===== src/rtl/serial_adder.sv =====
// Bit-serial adder: one full adder (two half adders) with registered carry, LSB first.
// Result valid WIDTH cycles after accept; result holds in DONE until out_ready, no accept until retired.
module serial_adder #(
   parameter int WIDTH = 8
) (
   input  logic             clk,
   input  logic             rst_n,
   input  logic             in_valid,
   output logic             in_ready,
   input  logic [WIDTH-1:0] a,
   input  logic [WIDTH-1:0] b,
   input  logic             cin,
   output logic             out_valid,
   input  logic             out_ready,
   output logic [WIDTH-1:0] sum,
   output logic             cout,
   output logic             ovf
);

   localparam int CW = $clog2(WIDTH + 1);
   localparam logic [CW-1:0] LAST = CW'(WIDTH - 1);

   typedef enum logic [1:0] {IDLE, RUN, DONE} state_t;

   state_t           state, state_nxt;
   logic [WIDTH-1:0] a_sh, b_sh, sum_sh, sum_nxt;
   logic [CW-1:0]    cnt;
   logic             carry, msb_cin;
   logic             p, g0, s_bit, g1;
   logic             accept, last_bit;

   assign in_ready  = (state == IDLE);
   assign out_valid = (state == DONE);
   assign accept    = in_ready && in_valid;
   assign last_bit  = (cnt == LAST);

   // two half adders form the full adder for the current bit position
   assign p     = a_sh[0] ^ b_sh[0];
   assign g0    = a_sh[0] & b_sh[0];
   assign s_bit = p ^ carry;
   assign g1    = p & carry;

   always_comb begin
      sum_nxt = sum_sh >> 1;
      sum_nxt[WIDTH-1] = s_bit;
   end

   always_ff @(posedge clk or negedge rst_n) begin
      if (!rst_n) state <= IDLE;
      else        state <= state_nxt;
   end

   always_comb begin
      state_nxt = state;
      case (state)
         IDLE:    if (in_valid) state_nxt = RUN;
         RUN:     if (last_bit) state_nxt = DONE;
         DONE:    if (out_ready) state_nxt = IDLE;
         default: state_nxt = IDLE;
      endcase
   end

   always_ff @(posedge clk or negedge rst_n) begin
      if (!rst_n) begin
         a_sh    <= '0;
         b_sh    <= '0;
         sum_sh  <= '0;
         cnt     <= '0;
         carry   <= 1'b0;
         msb_cin <= 1'b0;
      end else if (accept) begin
         a_sh  <= a;
         b_sh  <= b;
         carry <= cin;
         cnt   <= '0;
      end else if (state == RUN) begin
         sum_sh <= sum_nxt;
         carry  <= g0 | g1;
         a_sh   <= a_sh >> 1;
         b_sh   <= b_sh >> 1;
         cnt    <= cnt + CW'(1);
         // carry entering the MSB is kept for the signed overflow flag
         if (last_bit) msb_cin <= carry;
      end
   end

   assign sum  = out_valid ? sum_sh : '0;
   assign cout = out_valid ? carry : 1'b0;
   assign ovf  = out_valid ? (msb_cin ^ carry) : 1'b0;

endmodule


===== config.mk =====
export PLATFORM = sky130hd
export DESIGN_NAME = serial_adder
export DESIGN_NICKNAME = d
export VERILOG_FILES = /design/src/rtl/serial_adder.sv
export SDC_FILE = /design/constraint.sdc
export NUM_CORES = 1
export LEC_CHECK = 0
export CAP_MARGIN = 20
export CORE_UTILIZATION = 35
export CTS_CLUSTER_SIZE = 24
export DETAILED_ROUTE_END_ITERATION = 16
export DONT_BUFFER_PORTS = 1
export SLEW_MARGIN = 20
export SYNTH_ARGS = -nofsm -noshare
export SYNTH_HDL_FRONTEND = slang
export SYNTH_SLANG_ARGS = --single-unit
export TNS_END_PERCENT = 30

===== constraint.sdc =====
create_clock -name clk -period 1.5 [get_ports clk]
set_input_delay 0.225 -clock clk [delete_from_list [all_inputs] [get_ports clk]]
set_output_delay 0.225 -clock clk [all_outputs]
set_load 0.02 [all_outputs]

==> results.json <==
{
  "status": "completed",
  "die_x_um": 67.25,
  "dr.max_layer_used": "met4",
  "syn_inst": 164,
  "slew_viol_final": 0,
  "synthesis.area_mm2": 0.001490,
  "crit_family": "simple AND/OR/NAND/NOR gates",
  "slowest_stage": "dfrtp_1",
  "cp.arrival_ns": 1.26,
  "num_antenna_cells": 0,
  "h-tree-depth": 2,
  "cp_num_buf_inv": 1,
  "crit_chain": "or2b_4, clkinvlp_4, and2_2",
  "portBuffers": 0,
  "drt_wl_total_um": 2980,
  "core_area_mm2": 0.004058,
  "utilization_pct": 42.43,
  "met2RoutedLength_um": 1434,
  "fin_tns_setup_ns": 0,
  "dr.pass1.iters": 4,
  "setup_viol": 0,
  "netlist.area_leader.share_pct": 53.74,
  "crit_type": "reg -> out",
  "drc": 0,
  "gp_congestion": 0.7529,
  "place_inst": 212,
  "wl_met1_um": 1267,
  "synth_area_leaders": "dfrtp_1, nand2_1, a31oi_1",
  "drive_above_1_share_pct": 18.97,
  "final_common_cell": "nand2_1",
  "worstMarginPinSlew_ns": 0.3922,
  "max_stage_delay_ns": 0.38,
  "cap_violations": 0,
  "fin_crit_ns": 1.482,
  "ys_async_sr_fraction_pct": 100.0,
  "layout.cells.non_filler": 224,
  "numCtsBuffers": 5,
  "post_drt_wl_per_cell_um": 13.30,
  "hp-class": "in -> reg",
  "finalNetCount": 197,
  "met3_length_um": 226,
  "syn_to_final_growth_pct": 15.53,
  "ys_seq_area_share_pct": 53.74,
  "syn_nets": 187,
  "finalHoldViolations": 0,
  "setup.worst_path.end_class": "output pin",
  "p_leak_nw": 0.8367,
  "ys_ff_latch": 32,
  "slew_headroom_pct": 73.76,
  "grt_max_degree": 34,
  "grt-ovfl-total": 0,
  "required_ns": 1.27,
  "total_power_mw": 3.545,
  "yosys.area.top_type": "dfrtp_1",
  "vias": 1147,
  "clock.fmax_ghz": 0.6746,
  "ys_types": 27,
  "grt_antenna_before_repair": 0,
  "hpwlAfterDp_um": 1951,
  "synth_ff_type": "dfrtp_1",
  "finalCritPeriodShare_pct": 98.83,
  "rsz0062_at_grt": "true",
  "start_util_pct": 36.73,
  "cts.path.max_buffers": 2,
  "die-area_mm2": 0.004523,
  "grtUsageTotal_pct": 14.89,
  "clock_sinks": 32,
  "first_iter_violations": 72,
  "cts_tree": "built",
  "path_clk_slew_ns": 0.06,
  "fp-row-count": 23,
  "die_h_um": 67.25,
  "final_cell_mix": "nand2_1, dfrtp_1, nor2_1, a31oi_1",
  "skew_ns": 0.004147,
  "path_max_fanout": 5,
  "io_pins": 33,
  "synth_edf_count": 0,
  "insertion_delay_ns": 0.28,
  "power.density_mw_per_mm2": 2059,
  "clockRootBuffer": "clkbuf_8",
  "yosys_warnings": 0,
  "grt_pass1_wl_um": 4795,
  "max-vdd-ir-drop_mv": 0.6401,
  "ant_nets": 0,
  "postSynthAreaPerCell_um2": 9.086,
  "viasPerCell": 5.121,
  "grt_pass1_vias": 1064,
  "cp-start-kind": "register"
}
stage by stage:
stage / hold WS, ns / setup slack, ns / area [µm²]
after global routing: 0.04418 / -0.06075 / 1722
after detailed placement: -0.06973 / 0.1089 / 1549
after CTS: 0.03127 / -0.01054 / 1702
final: 0.04422 / 0.01760 / 1722
after global placement: -0.06964 / 0.1715 / 1549
after floorplan: -0.07059 / 0.1115 / 1490
state kept, by name (all words and copies together) (netlist names):
signal   count
carry        1
sum_sh       8
msb_cin      1
b_sh         8
state        2
a_sh         8
cnt          4
logic make-up after synthesis:
family	share of synthesized area (%)
compound gates	7.977
mux	1.427
xor+xnor	0.5878
fa+ha+maj	2.183
buf+inv	5.373
simple gates	28.72
flops	53.74
final timing paths:
| check | cells after the start | from | endpoint | slack (ns) |
|---|---|---|---|---|
| max | 3 | state[1]$_DFFE_PN0P_ | sum[1] | 0.02 |
| min | 2 | b[7] | b_sh[7]$_DFFE_PN0P_ | 0.04 |
| max reg2reg | 5 | state[1]$_DFFE_PN0P_ | b_sh[3]$_DFFE_PN0P_ | 0.11 |
| min reg2reg | 2 | sum_sh[0]$_DFFE_PN0P_ | sum_sh[0]$_DFFE_PN0P_ | 0.49 |
| max in group asynchronous | 2 | rst_n | b_sh[1]$_DFFE_PN0P_ | 0.94 |
| min in group asynchronous | 2 | rst_n | msb_cin$_DFFE_PN0P_ | 0.38 |
where the power goes:
group          total, mW  switching, mW  internal [mW]
logic               1.31          0.745          0.566
registers           1.52          0.255           1.26
clock network      0.714          0.306          0.408
total               3.54           1.31           2.24
timing repair:
action	in CTS	in global routing
gates resized for setup	10	7
hold buffers	2	0
setup endpoints to repair	11	12
buffers inserted	2	0
cloned	0	1
pin swaps	0	1
hold endpoints to repair	32	0
final cells by class:
class,instances,area [µm²]
fill,412,2336
sequential,32,800.8
multi-input combinational,121,633.1
timing repair buffer,12,117.6
clock buffer,7,96.34
tap,50,62.56
timing repair inverter,1,7.507
inverter,1,3.754
synthesized netlist by cell type, drive strengths merged (4+ instances only):
cell and count:
nand2 58, dfrtp 32, a22oi 4, buf 9
and2 9, a31oi 11, o21ai 4, nor2 13
nand3 9
worst reg2reg max path, stage by stage (launching register included):
cell and delay [ns]:
dfrtp_1 0.38, buf_4 0.15, or3b_4 0.40, buf_12 0.17
nor2_1 0.12, a31oi_1 0.05
per-layer routing:
metal	vias up	global-route usage [%]
li1	552	-
met1	555	16.29
met2	34	24.00
met3	6	7.770
met4	0	6.383
met5	-	0
(Power assumes the default switching activity.)
